==> config.mk <==
export PLATFORM = sky130hd
export DESIGN_NAME = reg_c_seq
export DESIGN_NICKNAME = d
export VERILOG_FILES = /design/src/rtl/reg_c_seq.sv
export SDC_FILE = /design/constraint.sdc
export NUM_CORES = 1
export LEC_CHECK = 0
export ABC_AREA = 1
export BUFFER_PORTS_ARGS = -buffer_cell sky130_fd_sc_hd__buf_2
export CAP_MARGIN = 20
export CORE_ASPECT_RATIO = 1.75
export CORE_MARGIN = 2
export CORE_UTILIZATION = 36
export DETAILED_ROUTE_END_ITERATION = 6
export GPL_TIMING_DRIVEN = 0
export PLACE_DENSITY_LB_ADDON = 0.08
export SYNTH_ARGS = -nofsm -noshare
export SYNTH_HDL_FRONTEND = slang
export SYNTH_SLANG_ARGS = --single-unit
==> constraint.sdc <==
create_clock -name clk -period 2.4 [get_ports clk]
set_input_delay 0 -clock clk [delete_from_list [all_inputs] [get_ports clk]]
set_output_delay 0 -clock clk [all_outputs]
set_load 0.02 [all_outputs]
==> src/rtl/reg_c_seq.sv <==
// rtl/reg_c_seq.sv - frame sequencer for the 15-bit reg_c shift stage
//
// Accepts one N-bit word per frame, clears reg_c, drives shift for exactly
// N+K cycles, cross-checks reg_c's shift count and hands the final 15-bit
// reg_c value downstream.
//
// Ports:
//   clk, rst             clock (rising edge), asynchronous active-high reset
//   in_valid/in_ready    upstream word handshake; in_ready is high only in IDLE
//   in_data[N-1:0]       upstream word, sampled on the accept edge
//   c_clr                registered one-cycle clear pulse to reg_c
//   c_shift              registered shift enable to reg_c
//   c_data[N-1:0]        registered copy of the accepted word (reg_c data_in)
//   c_count[10:0]        reg_c shift count, checked in CHECK
//   c_value[14:0]        reg_c register contents, captured in CHECK
//   out_valid/out_ready  result handshake; out_valid is high only in DONE
//   out_data[14:0]       captured reg_c value
//   out_err              count mismatch flag, qualified by out_valid
//   busy                 high in any state other than IDLE
module reg_c_seq #(
  parameter int N = 64,
  parameter int K = 40
) (
  input  logic         clk,
  input  logic         rst,
  input  logic         in_valid,
  output logic         in_ready,
  input  logic [N-1:0] in_data,
  output logic         c_clr,
  output logic         c_shift,
  output logic [N-1:0] c_data,
  input  logic [10:0]  c_count,
  input  logic [14:0]  c_value,
  output logic         out_valid,
  input  logic         out_ready,
  output logic [14:0]  out_data,
  output logic         out_err,
  output logic         busy
);

  localparam int          TOTAL   = N + K;
  localparam logic [10:0] TOTAL_C = 11'(TOTAL);
  localparam logic [10:0] LAST_C  = 11'(TOTAL - 1);

  // The shift counter and reg_c's count are both 11 bits wide.
  generate
    if (TOTAL > 2047 || N < 1 || K < 0) begin : g_bad_params
      $error("reg_c_seq: N+K must be in 1..2047 with N>=1, K>=0");
    end
  endgenerate

  typedef enum logic [2:0] {
    S_IDLE  = 3'd0,
    S_CLEAR = 3'd1,
    S_SHIFT = 3'd2,
    S_CHECK = 3'd3,
    S_DONE  = 3'd4
  } state_t;

  state_t      state_q, state_d;
  logic [10:0] cnt_q, cnt_d;
  logic [N-1:0] c_data_q, c_data_d;
  logic [14:0] out_data_q, out_data_d;
  logic        out_err_q, out_err_d;
  logic        c_clr_q, c_clr_d;
  logic        c_shift_q, c_shift_d;

  logic accept;
  logic last_shift;

  assign accept     = (state_q == S_IDLE) && in_valid;
  assign last_shift = (cnt_q == LAST_C);

  // ---------------------------------------------------------------------------
  // FSM state register
  // ---------------------------------------------------------------------------
  always_ff @(posedge clk or posedge rst) begin
    if (rst) begin
      state_q <= S_IDLE;
    end else begin
      state_q <= state_d;
    end
  end

  // ---------------------------------------------------------------------------
  // FSM next-state logic
  // ---------------------------------------------------------------------------
  always_comb begin
    state_d = state_q;
    unique case (state_q)
      S_IDLE: begin
        if (in_valid) begin
          state_d = S_CLEAR;
        end
      end
      S_CLEAR: begin
        state_d = S_SHIFT;
      end
      S_SHIFT: begin
        // cnt_q counts completed shift cycles; the cycle seeing TOTAL-1 is
        // the TOTAL-th one.
        if (last_shift) begin
          state_d = S_CHECK;
        end
      end
      S_CHECK: begin
        state_d = S_DONE;
      end
      S_DONE: begin
        // in_valid is deliberately not looked at here; a waiting word is
        // taken in the following IDLE cycle.
        if (out_ready) begin
          state_d = S_IDLE;
        end
      end
      default: begin
        state_d = S_IDLE;
      end
    endcase
  end

  // ---------------------------------------------------------------------------
  // FSM output decode (handshake and status outputs)
  // ---------------------------------------------------------------------------
  always_comb begin
    in_ready  = 1'b0;
    out_valid = 1'b0;
    busy      = 1'b1;
    unique case (state_q)
      S_IDLE: begin
        in_ready = 1'b1;
        busy     = 1'b0;
      end
      S_DONE: begin
        out_valid = 1'b1;
      end
      default: begin
        in_ready  = 1'b0;
        out_valid = 1'b0;
      end
    endcase
  end

  // ---------------------------------------------------------------------------
  // Datapath next-state
  // ---------------------------------------------------------------------------
  always_comb begin
    c_data_d   = c_data_q;
    cnt_d      = cnt_q;
    out_data_d = out_data_q;
    out_err_d  = out_err_q;

    if (accept) begin
      c_data_d = in_data;
    end

    if (state_q == S_CLEAR) begin
      cnt_d = 11'd0;
    end else if (state_q == S_SHIFT) begin
      cnt_d = cnt_q + 11'd1;
    end

    // reg_c's value and count are final during CHECK.
    if (state_q == S_CHECK) begin
      out_data_d = c_value;
      out_err_d  = (c_count != TOTAL_C);
    end
  end

  // reg_c control strobes are registered from the next state so they line up
  // exactly with the CLEAR / SHIFT cycles and cannot glitch.
  assign c_clr_d   = (state_d == S_CLEAR);
  assign c_shift_d = (state_d == S_SHIFT);

  // ---------------------------------------------------------------------------
  // Datapath registers
  // ---------------------------------------------------------------------------
  always_ff @(posedge clk or posedge rst) begin
    if (rst) begin
      c_data_q   <= '0;
      cnt_q      <= 11'd0;
      out_data_q <= 15'd0;
      out_err_q  <= 1'b0;
      c_clr_q    <= 1'b0;
      c_shift_q  <= 1'b0;
    end else begin
      c_data_q   <= c_data_d;
      cnt_q      <= cnt_d;
      out_data_q <= out_data_d;
      out_err_q  <= out_err_d;
      c_clr_q    <= c_clr_d;
      c_shift_q  <= c_shift_d;
    end
  end

  assign c_data   = c_data_q;
  assign c_clr    = c_clr_q;
  assign c_shift  = c_shift_q;
  assign out_data = out_data_q;
  assign out_err  = out_err_q;

  // ---------------------------------------------------------------------------
  // Structural invariants
  // ---------------------------------------------------------------------------
  a_clr_shift_excl: assert property (
    @(posedge clk) disable iff (rst) !(c_clr_q && c_shift_q)
  );

  a_shift_only_in_shift: assert property (
    @(posedge clk) disable iff (rst) c_shift_q |-> (state_q == S_SHIFT)
  );

  a_clr_only_in_clear: assert property (
    @(posedge clk) disable iff (rst) c_clr_q |-> (state_q == S_CLEAR)
  );

endmodule

==> results of run 1 <==
[layer usage]
layer | global-route usage (%) | vias to the layer above | wire, um
met4 | 7.16 | 0 | 291
met2 | 35.7 | 116 | 6050
met1 | 20.7 | 1733 | 4140
met5 | 0 | - | 0
li1 | - | 1844 | -
met3 | 4.76 | 25 | 552
[placed cells by master (no fill, tap or decap), drive strengths merged]
cell type,Yosys,routed
nand3b,1,1
nor3,7,7
nor3b,1,1
nand3,4,4
nand4,3,3
ha,1,1
nor2,18,18
dfrtp,96,96
o21bai,1,1
clkinv,0,3
buf,15,196
dlygate4sd3,0,84
clkinvlp,0,2
a21oi,5,5
a31oi,1,1
o21ai,6,6
inv,20,20
nand2,226,226
bufinv,0,1
mux2,15,15
clkbuf,0,10
[worst max-delay path by stage]
stage                               from                      to  slack, ps
floorplan           state_q[0]$_DFF_PP0_  c_data[25]$_DFFE_PP0P_       1010
global placement                     rst  c_data[46]$_DFFE_PP0P_        560
detailed placement  state_q[2]$_DFF_PP0_       c_shift$_DFF_PP0_       1000
CTS                 state_q[2]$_DFF_PP0_     out_err$_DFFE_PP0N_        550
global route        state_q[2]$_DFF_PP0_     out_err$_DFFE_PP0N_        460
finish              state_q[2]$_DFF_PP0_     out_err$_DFFE_PP0N_        560
[state kept, by name (all words and copies together) (netlist names)]
name and cells:
c_clr 1, c_data 64, c_shift 1, cnt_q 11, out_data 15, out_err 1
state_q 3
[logic make-up after synthesis]
group,after synthesis
and+or+nand+nor,260
DFF,96
buffers and inverters,35
muxes,15
AOI/OAI and AO/OA,13
adders and majority gates,1
[worst min-delay path, stage by stage]
cell and delay (ps):
buf_2 80, nand2_2 80, buf_6 160, nand2_1 90
[cell type report]
type                    instances  area (um2)  share of cell area, %
well taps                     130         163                   2.63
clock buffers                  10         229                   3.70
repair buffers                265        1790                   28.9
plain buffers                  15         133                   2.14
multi-input cells             289        1330                   21.4
flip-flops and latches         96        2400                   38.8
clock inverters                 6        68.8                   1.11
inverters                      20        78.8                   1.27
[power breakdown]
part	switching [uW]	internal, uW
Combinational	2100	1260
Clock	631	814
Sequential	376	2330
Total	3110	4400
[synthesized netlist by cell type]
| library cell | instances | area [um2] |
|---|---|---|
| nand2_1 | 222 | 833 |
| dfrtp_1 | 96 | 2400 |
| nor2_1 | 15 | 56.3 |
| inv_1 | 14 | 52.6 |
| buf_6 | 8 | 90.1 |
| mux2_4 | 8 | 120 |
| mux2_2 | 7 | 78.8 |
| inv_2 | 6 | 22.5 |
| nor3_1 | 6 | 30.0 |
| a21oi_1 | 5 | 25.0 |
| o21ai_0 | 5 | 25.0 |
| buf_2 | 4 | 20.0 |
| nand3_1 | 4 | 20.0 |
| buf_4 | 3 | 22.5 |
| nand4_1 | 3 | 18.8 |
| nand2_2 | 2 | 12.5 |
| nand2_4 | 2 | 22.5 |
| nor2_4 | 2 | 22.5 |
| a31oi_1 | 1 | 6.26 |
| ha_1 | 1 | 12.5 |
| nand3b_1 | 1 | 7.51 |
| nor2_2 | 1 | 6.26 |
| nor3_2 | 1 | 10.0 |
| nor3b_1 | 1 | 7.51 |
| o21ai_1 | 1 | 5.00 |
| o21bai_1 | 1 | 7.51 |
[timing repair]
action	in CTS	in global routing
setup buffers	0	0
hold buffers	84	0
endpoints found under the hold margin	103	0
setup endpoints to repair	0	0
[per-stage QoR]
step | area (um2) | instances | power [uW]
finish | 6190 | 831 | 7510
global route | 6190 | 831 | 8040
CTS | 6190 | 831 | 7610
detailed placement | 5050 | 731 | 6030
global placement | 4990 | 728 | 5950
floorplan | 3940 | 420 | 4850
==> flow_summary.toml, run 1 <==
[power_and_ir_drop]
leakage_uw = 0.00341
powerDensity_nw_per_um2 = 1210
vdd_ir_drop_max_uv = 698

[floorplanning]
die_h_um = 142
io_pins = 179
initial_core_util_pct = 36.8
core_area_um2 = 10700
die_area_um2 = 11800
rows = 50
die_x_um = 83.1

[timing]
layout_min_cycle_time_ps = 1840
setup_viol = 0
rsz0062_at_grt = "false"
finClkSkew_ps = 9.15
fmax_ghz = 0.543
layout_setup_ws_ps = 559
relSlewSlack_pct = 64.3
period_share_pct = 76.7
slew_violations = 0
hold_viol = 0
hold_ws_ps = 116
fin_tns_setup_ps = 0
worst_pin_slew_ps = 535

[clock_network]
cts-root-buf = "clkbuf_16"
cts_resized = 0
path_clk_slew_ps = 60
clk_latency_ps = 350
cts_tree = "yes"
cts_buffers = 9
h-tree-depth = 3
ctsLongestPathBuffers = 2
cts_num_sinks = 96

[worst_setup_path]
critPathRequiredTime_ps = 2620
endpoint_kind = "register"
crit_chain = "nor2_4, nand2_4, buf_6, nor2_1, a31oi_1, dlygate4sd3_1"
cp_slowest_cell = "dlygate4sd3_1"
path_delay_family = "buffers and inverters"
critPathMaxStageDelay_ps = 560
r2r-end = "out_err$_DFFE_PP0N_"
timing.rr.start = "state_q[2]$_DFF_PP0_"
worstSetupPathType = "register to register"
worst-path-buf-inv = 2
reg2reg_slack_ps = 560
worstRegToRegCells = 6
arrival_ps = 2060
cp.depth = 6
startpoint_type = "register"
path_max_fanout = 10

[synth]
synth_cell_types = 26
synth_xor_xnor_area_share_pct = 0
yosysWarnings = 0
synth-compound-area-share_pct = 1.75
synth-adder-area-share_pct = 0.318
synth_seq_cells = 96
syn_nets = 515
synthMuxAreaShare_pct = 5.05
syn_avg_cell_area_um2 = 9.38
ys_seq_area_share_pct = 61.0
syn_area_um2 = 3940
synthCells = 420
synth_top_family_by_area = "simple AND/OR/NAND/NOR gates"
yosys.area_share.simple_pct = 26.6

[detailed_routing]
drc = 0
firstDrtPassIters = 4
ant_nets = 0
drtIter0Drc = 103
totalWireLength_um = 11000
avgViaCountPerCell = 4.47
num_vias = 3718
wire_per_inst_um = 13.3

[placement]
pre_cts_slack_ps = 1000
io_buffers = 178
dpl.hpwl_um = 7640
gp_congestion = 0.771

[global_route]
grt_usage_pct = 19.1
grt.overflow.total = 0
grt_max_degree = 27
antenna_found_initial = 0
grt_pass1_vias = 3755
grt_first_pass_wirelength_um = 18000

[hold_path]
hold_depth = 4
hold_path_end = "state_q[0]$_DFF_PP0_"
hold_class = "input pin to register"
worstHoldStart = "in_valid"

[run_status]
outcome = "finished clean"

[layout]
nNetsFinal = 791
fillers = 941
drive_gt1_share_pct = 34.4
syn_to_final_growth_pct = 57.3
fin_util_pct = 57.9
antenna_cells = 0

[run]
drv_cap = 0
No activity file was read; power rests on OpenSTA's default activity.
==> run 2, diff against run 1 <==
--- a/config.mk
+++ b/config.mk
@@ -5,7 +5,7 @@
 export SDC_FILE = /design/constraint.sdc
 export NUM_CORES = 1
 export LEC_CHECK = 0
-export ABC_AREA = 1
+export ABC_AREA = 0
 export BUFFER_PORTS_ARGS = -buffer_cell sky130_fd_sc_hd__buf_2
 export CAP_MARGIN = 20
 export CORE_ASPECT_RATIO = 1.75
==> constraint.sdc (replaced) <==
create_clock -name clk -period 1.6 [get_ports clk]
set_input_delay 0 -clock clk [delete_from_list [all_inputs] [get_ports clk]]
set_output_delay 0 -clock clk [all_outputs]
set_load 0.02 [all_outputs]
==> flow_summary.toml, run 2 <==
[run_status]
outcome = "finished with violations"
violations = "setup timing"

[worst_setup_path]
endpoint_kind = "register"
timing.rr.start = "state_q[1]$_DFF_PP0_"
path_max_fanout = 5
startpoint_type = "register"
critPathRequiredTime_ps = 1820
worstRegToRegCells = 5
worstSetupPathType = "register to register"
cp-startpoint = "state_q[1]$_DFF_PP0_"
cp_slowest_cell = "dfrtp_2"
r2r-end = "c_data[13]$_DFFE_PP0P_"
crit_path_end = "c_data[13]$_DFFE_PP0P_"
reg2reg_slack_ps = -20
arrival_ps = 1840
critPathMaxStageDelay_ps = 460
crit_chain = "nor3_4, and2_4, buf_12, clkbuf_16, mux2_4"

[global_route]
grt_usage_pct = 17.2
grt_pass1_vias = 3238
grt.overflow.total = 0
grt_max_degree = 41
antenna_found_initial = 0
grt_first_pass_wirelength_um = 16400

[detailed_routing]
firstDrtPassIters = 4
totalWireLength_um = 11100
avgViaCountPerCell = 4.73
num_vias = 3323
ant_nets = 0
drc = 0
wire_per_inst_um = 15.8
drtIter0Drc = 92

[floorplanning]
die_area_um2 = 12200
io_pins = 179
die_x_um = 84.5
die_h_um = 145
initial_core_util_pct = 36.7
core_area_um2 = 11100
rows = 51

[power_and_ir_drop]
powerDensity_nw_per_um2 = 1910
vdd_ir_drop_max_uv = 1190
leakage_uw = 0.00323

[synth]
synthTopCellsByCount = "dfrtp_1, mux2_4, mux2_2"
synth_ff_type = "dfrtp_1"
syn_area_um2 = 4080
synth_edf_count = 0
synthMostInstantiatedCell = "dfrtp_1"
syn_nets = 366
synth.top_cell.area_share_pct = 58.9
yosysWarnings = 0
synthArstFlopShare_pct = 100
ys_seq_area_share_pct = 58.9
synth.largest_area_cell = "dfrtp_1"
synth_cell_types = 42
syn_avg_cell_area_um2 = 15.1
synth_seq_cells = 96
synthTopCellsByArea = "dfrtp_1, mux2_4, mux2_2"
synthCells = 271

[timing]
period_share_pct = 101
worst_pin_slew_ps = 484
finClkSkew_ps = 10.1
layout_setup_ws_ps = -19.2
hold_viol = 0
slew_violations = 0
fmax_ghz = 0.618
relSlewSlack_pct = 67.7
setup_viol = 24
rsz0062_at_grt = "true"
layout_min_cycle_time_ps = 1620

[layout]
largest_reg_flops = 64
multi_input_area_um2 = 1610
layout_common_cells = "buf_2, dfrtp_1, dlygate4sd3_1, mux2_4, mux2_2"
final_common_cell = "buf_2"
regArea_um2 = 2400
antenna_cells = 0
nNetsFinal = 660
syn_to_final_growth_pct = 64.3
design_area_um2 = 6700
drive_gt1_share_pct = 56.3
fillers = 889

[clock_network]
cts_num_sinks = 96
cts-root-buf = "clkbuf_16"
clk_latency_ps = 340
h-tree-depth = 3
path_clk_slew_ps = 70
cts_tree = "yes"
cts_buffers = 9
ctsLongestPathBuffers = 2

[placement]
io_buffers = 178
gp_congestion = 0.726
dpl.hpwl_um = 7300
pre_cts_slack_ps = -200
placedInstanceArea_um2 = 5200

[hold_path]
hold_class = "input pin to register"
worstHoldStart = "c_count[6]"

[run]
drv_cap = 0
run 2: critical path: cells and delay by family (launching register included):
kind / cells / cell delay [ps]
AND/OR/NAND/NOR: 2 / 440
multiplexers: 1 / 300
flip-flops: 1 / 460
buffers and inverters: 2 / 300
run 2: what timing repair did:
action                                  CTS  global route
buffers inserted                          2            11
hold endpoints to repair                 99             0
resized for setup                        15            16
gates cloned                              0             6
hold buffers                             85             0
pin swaps                                 2             2
endpoints found under the setup margin   70            66
run 2: cell type report:
class / instances / share of cell area, %
Buffer: 13 / 2.30
Clock buffer: 10 / 3.57
Clock inverter: 6 / 0.709
Inverter: 5 / 0.336
Multi-Input combinational cell: 156 / 24.1
Sequential cell: 96 / 35.9
Tap cell: 132 / 2.46
Timing Repair Buffer: 284 / 30.7
run 2: kinds of logic (layout without fill, tap and decap cells):
group | after synthesis | count (layout) | synth area share [%]
AOI/OAI and AO/OA | 22 | 22 | 3.47
buffers and inverters | 19 | 318 | 2.82
xor gates and xnor gates | 1 | 1 | 0.215
DFF | 96 | 96 | 58.9
adders and majority gates | 1 | 1 | 0.307
and+or+nand+nor | 50 | 50 | 8.07
muxes | 82 | 82 | 26.2
run 2: worst min-delay path by stage:
stage / end / slack, ps / cells after the start
2_1_floorplan: state_q[2]$_DFF_PP0_ / 110 / 1
3_3_place_gp: state_q[2]$_DFF_PP0_ / 190 / 2
3_5_place_dp: c_data[52]$_DFFE_PP0P_ / 60 / 2
4_1_cts: out_err$_DFFE_PP0N_ / 40 / 3
5_1_grt: out_err$_DFFE_PP0N_ / 100 / 3
6_report: out_err$_DFFE_PP0N_ / 60 / 3
run 2: metal layers:
| metal | track usage [%] | up-vias | share of wire [%] |
|---|---|---|---|
| met5 | 0 | - | 0 |
| met4 | 9.52 | 0 | 3.1 |
| met3 | 3.29 | 30 | 4.7 |
| met2 | 31.1 | 119 | 56 |
| met1 | 18.7 | 1612 | 36 |
| li1 | - | 1562 | - |
run 2: power breakdown:
part           total [uW]  switching, uW  internal, uW  leakage, uW
logic                6570           3220          3350      0.00194
registers            4190            619          3570      0.00115
clock network        2070            957          1120     0.000140
total               12800           4790          8030      0.00323
run 2: metrics by stage:
stage / TNS, ps / hold slack [ps] / total power, uW / utilization (%) / cells
floorplan: -5220 / 108 / 8090 / - / 271
global placement: -27510 / 195 / 9770 / 46.5 / 581
detailed placement: -5410 / 58.1 / 9870 / 46.8 / 583
CTS: -1570 / 41.2 / 12400 / 57.7 / 685
global route: -3430 / 99.4 / 13500 / 60.4 / 702
finish: -138 / 56.3 / 12800 / 60.4 / 702
==> run 3, diff against run 2 <==
--- a/config.mk
+++ b/config.mk
@@ -6,14 +6,15 @@
 export NUM_CORES = 1
 export LEC_CHECK = 0
 export ABC_AREA = 0
-export BUFFER_PORTS_ARGS = -buffer_cell sky130_fd_sc_hd__buf_2
 export CAP_MARGIN = 20
 export CORE_ASPECT_RATIO = 1.75
 export CORE_MARGIN = 2
 export CORE_UTILIZATION = 36
 export DETAILED_ROUTE_END_ITERATION = 6
+export DONT_BUFFER_PORTS = 1
 export GPL_TIMING_DRIVEN = 0
 export PLACE_DENSITY_LB_ADDON = 0.08
+export REMOVE_ABC_BUFFERS = 1
 export SYNTH_ARGS = -nofsm -noshare
 export SYNTH_HDL_FRONTEND = slang
 export SYNTH_SLANG_ARGS = --single-unit
==> flow_summary.toml, run 3 (synthesized netlist as in run 2, its figures left out) <==
[clock_network]
ctsLongestPathBuffers = 2
clk_latency_ps = 340
cts-root-buf = "clkbuf_16"
cts_tree = "yes"
cts_num_sinks = 96
cts_buffers = 9
h-tree-depth = 3
path_clk_slew_ps = 70

[worst_setup_path]
timing.rr.start = "state_q[1]$_DFF_PP0_"
startpoint_type = "register"
critPathMaxStageDelay_ps = 440
worstSetupPathType = "register to register"
crit_chain = "nor3_4, and2_4, buf_6, mux2_2"
arrival_ps = 2050
cp_slowest_cell = "dfrtp_2"
reg2reg_slack_ps = -230
critPathRequiredTime_ps = 1820
worst-path-buf-inv = 1
endpoint_kind = "register"
path_delay_family = "simple AND/OR/NAND/NOR gates"
path_max_fanout = 13
worstRegToRegCells = 4
r2r-end = "c_data[1]$_DFFE_PP0P_"

[timing]
layout_setup_ws_ps = -226
relSlewSlack_pct = 59.5
setup_viol = 65
finClkSkew_ps = 7.76
period_share_pct = 114
hold_viol = 0
rsz0062_at_grt = "true"
layout_min_cycle_time_ps = 1830
fmax_ghz = 0.548
worst_pin_slew_ps = 607
slew_violations = 0

[detailed_routing]
num_vias = 2573
ant_nets = 0
firstDrtPassIters = 4
drtIter0Drc = 94
avgViaCountPerCell = 5.13
wire_per_inst_um = 19.4
drc = 0
totalWireLength_um = 9740

[global_route]
grt_max_degree = 50
grt_first_pass_wirelength_um = 14700
grt.overflow.total = 0
antenna_found_initial = 0
grt_usage_pct = 15.5
grt_pass1_vias = 2705

[power_and_ir_drop]
powerDensity_nw_per_um2 = 2040
leakage_uw = 0.00240
pwr-share-seq_pct = 50.7
p_sw_uw = 4460
p_clk_share_pct = 18.8
vdd_ir_drop_max_uv = 1050
comb_power_share_pct = 30.5
p_int_uw = 6970
sw_frac_of_total_pct = 39.0

[floorplanning]
die_h_um = 145
die_x_um = 84.5
die_area_um2 = 12200
rows = 51
core_area_um2 = 11100
initial_core_util_pct = 36.7
io_pins = 179

[placement]
io_buffers = 0
pre_cts_slack_ps = -920
dpl.hpwl_um = 5780
gp_congestion = 0.744

[layout]
fin_util_pct = 50.4
drive_gt1_share_pct = 34.6
layout_common_cells = "dfrtp_1, dlygate4sd3_1, mux2_4, mux2_2, clkbuf_16"
antenna_cells = 0
nNetsFinal = 460
syn_to_final_growth_pct = 37.2
final_common_cell = "dfrtp_1"
largest_reg_flops = 64

[hold_path]
worstHoldStart = "in_valid"
hold_class = "input pin to register"
hold_path_end = "c_clr$_DFF_PP0_"
hold_depth = 2

[run_status]
outcome = "finished with violations"
violations = "setup timing"

[run]
drv_cap = 0
==> run 3: stage by stage <==
step	hold WS [ps]	TNS, ps	instance area (um2)	instances	power, uW
finish	56.3	-12360	5600	502	11400
global route	53.4	-16990	5600	502	12000
CTS	190	-19000	5480	500	11300
detailed placement	1.22	-49890	4210	391	8590
global placement	120	-393490	4150	389	8340
floorplan	108	-219310	3980	257	8000
==> run 3: final cells by class <==
cell class / count / area (um2)
multi-input combinational: 157 / 1700
timing repair buffer: 96 / 1010
sequential: 96 / 2410
clock inverter: 5 / 65.1
fill: 936 / 5510
inverter: 5 / 21.3
tap: 132 / 165
clock buffer: 11 / 233
==> run 3: how the worst max path moves through the flow <==
stage                        endpoint  cells past startpoint                 start
2_1_floorplan   c_data[0]$_DFFE_PP0P_                      3  state_q[2]$_DFF_PP0_
3_3_place_gp    c_data[7]$_DFFE_PP0P_                      3  state_q[2]$_DFF_PP0_
3_5_place_dp   c_data[57]$_DFFE_PP0P_                      4  state_q[2]$_DFF_PP0_
4_1_cts        c_data[30]$_DFFE_PP0P_                      5  state_q[0]$_DFF_PP0_
5_1_grt         c_data[1]$_DFFE_PP0P_                      4  state_q[1]$_DFF_PP0_
6_report        c_data[1]$_DFFE_PP0P_                      4  state_q[1]$_DFF_PP0_
==> run 3: worst reg2reg max path, stage by stage (launching register included) <==
cell     delay, ps
dfrtp_2        440
nor3_4         430
and2_4         290
buf_6          200
mux2_2         360
==> run 3: timing repair <==
item / CTS / global route
endpoints found under the setup margin: 86 / 73
gates resized for setup: 10 / 28
pin swaps: 2 / 5
hold buffers: 86 / 0
setup buffers: 5 / 3
hold endpoints to repair: 128 / 0
cloned: 2 / 0
==> run 3: power by group through the flow <==
stage / Clock [uW] / Combinational, uW / Sequential [uW]
after CTS: 2220 / 3280 / 5820
final: 2150 / 3490 / 5790
after floorplan: 0 / 2430 / 5570
after global routing: 2320 / 3740 / 5940
after global placement: 0 / 2440 / 5900
after detailed placement: 0 / 2660 / 5930
==> run 3: routing by layer <==
layer  vias to the layer above  GRT usage [%]  routed length, um
li1                       1164              -                  -
met1                      1287           17.8               3610
met2                       114           27.2               5310
met3                         8           4.99                679
met4                         0           5.68                140
met5                         -              0                  0
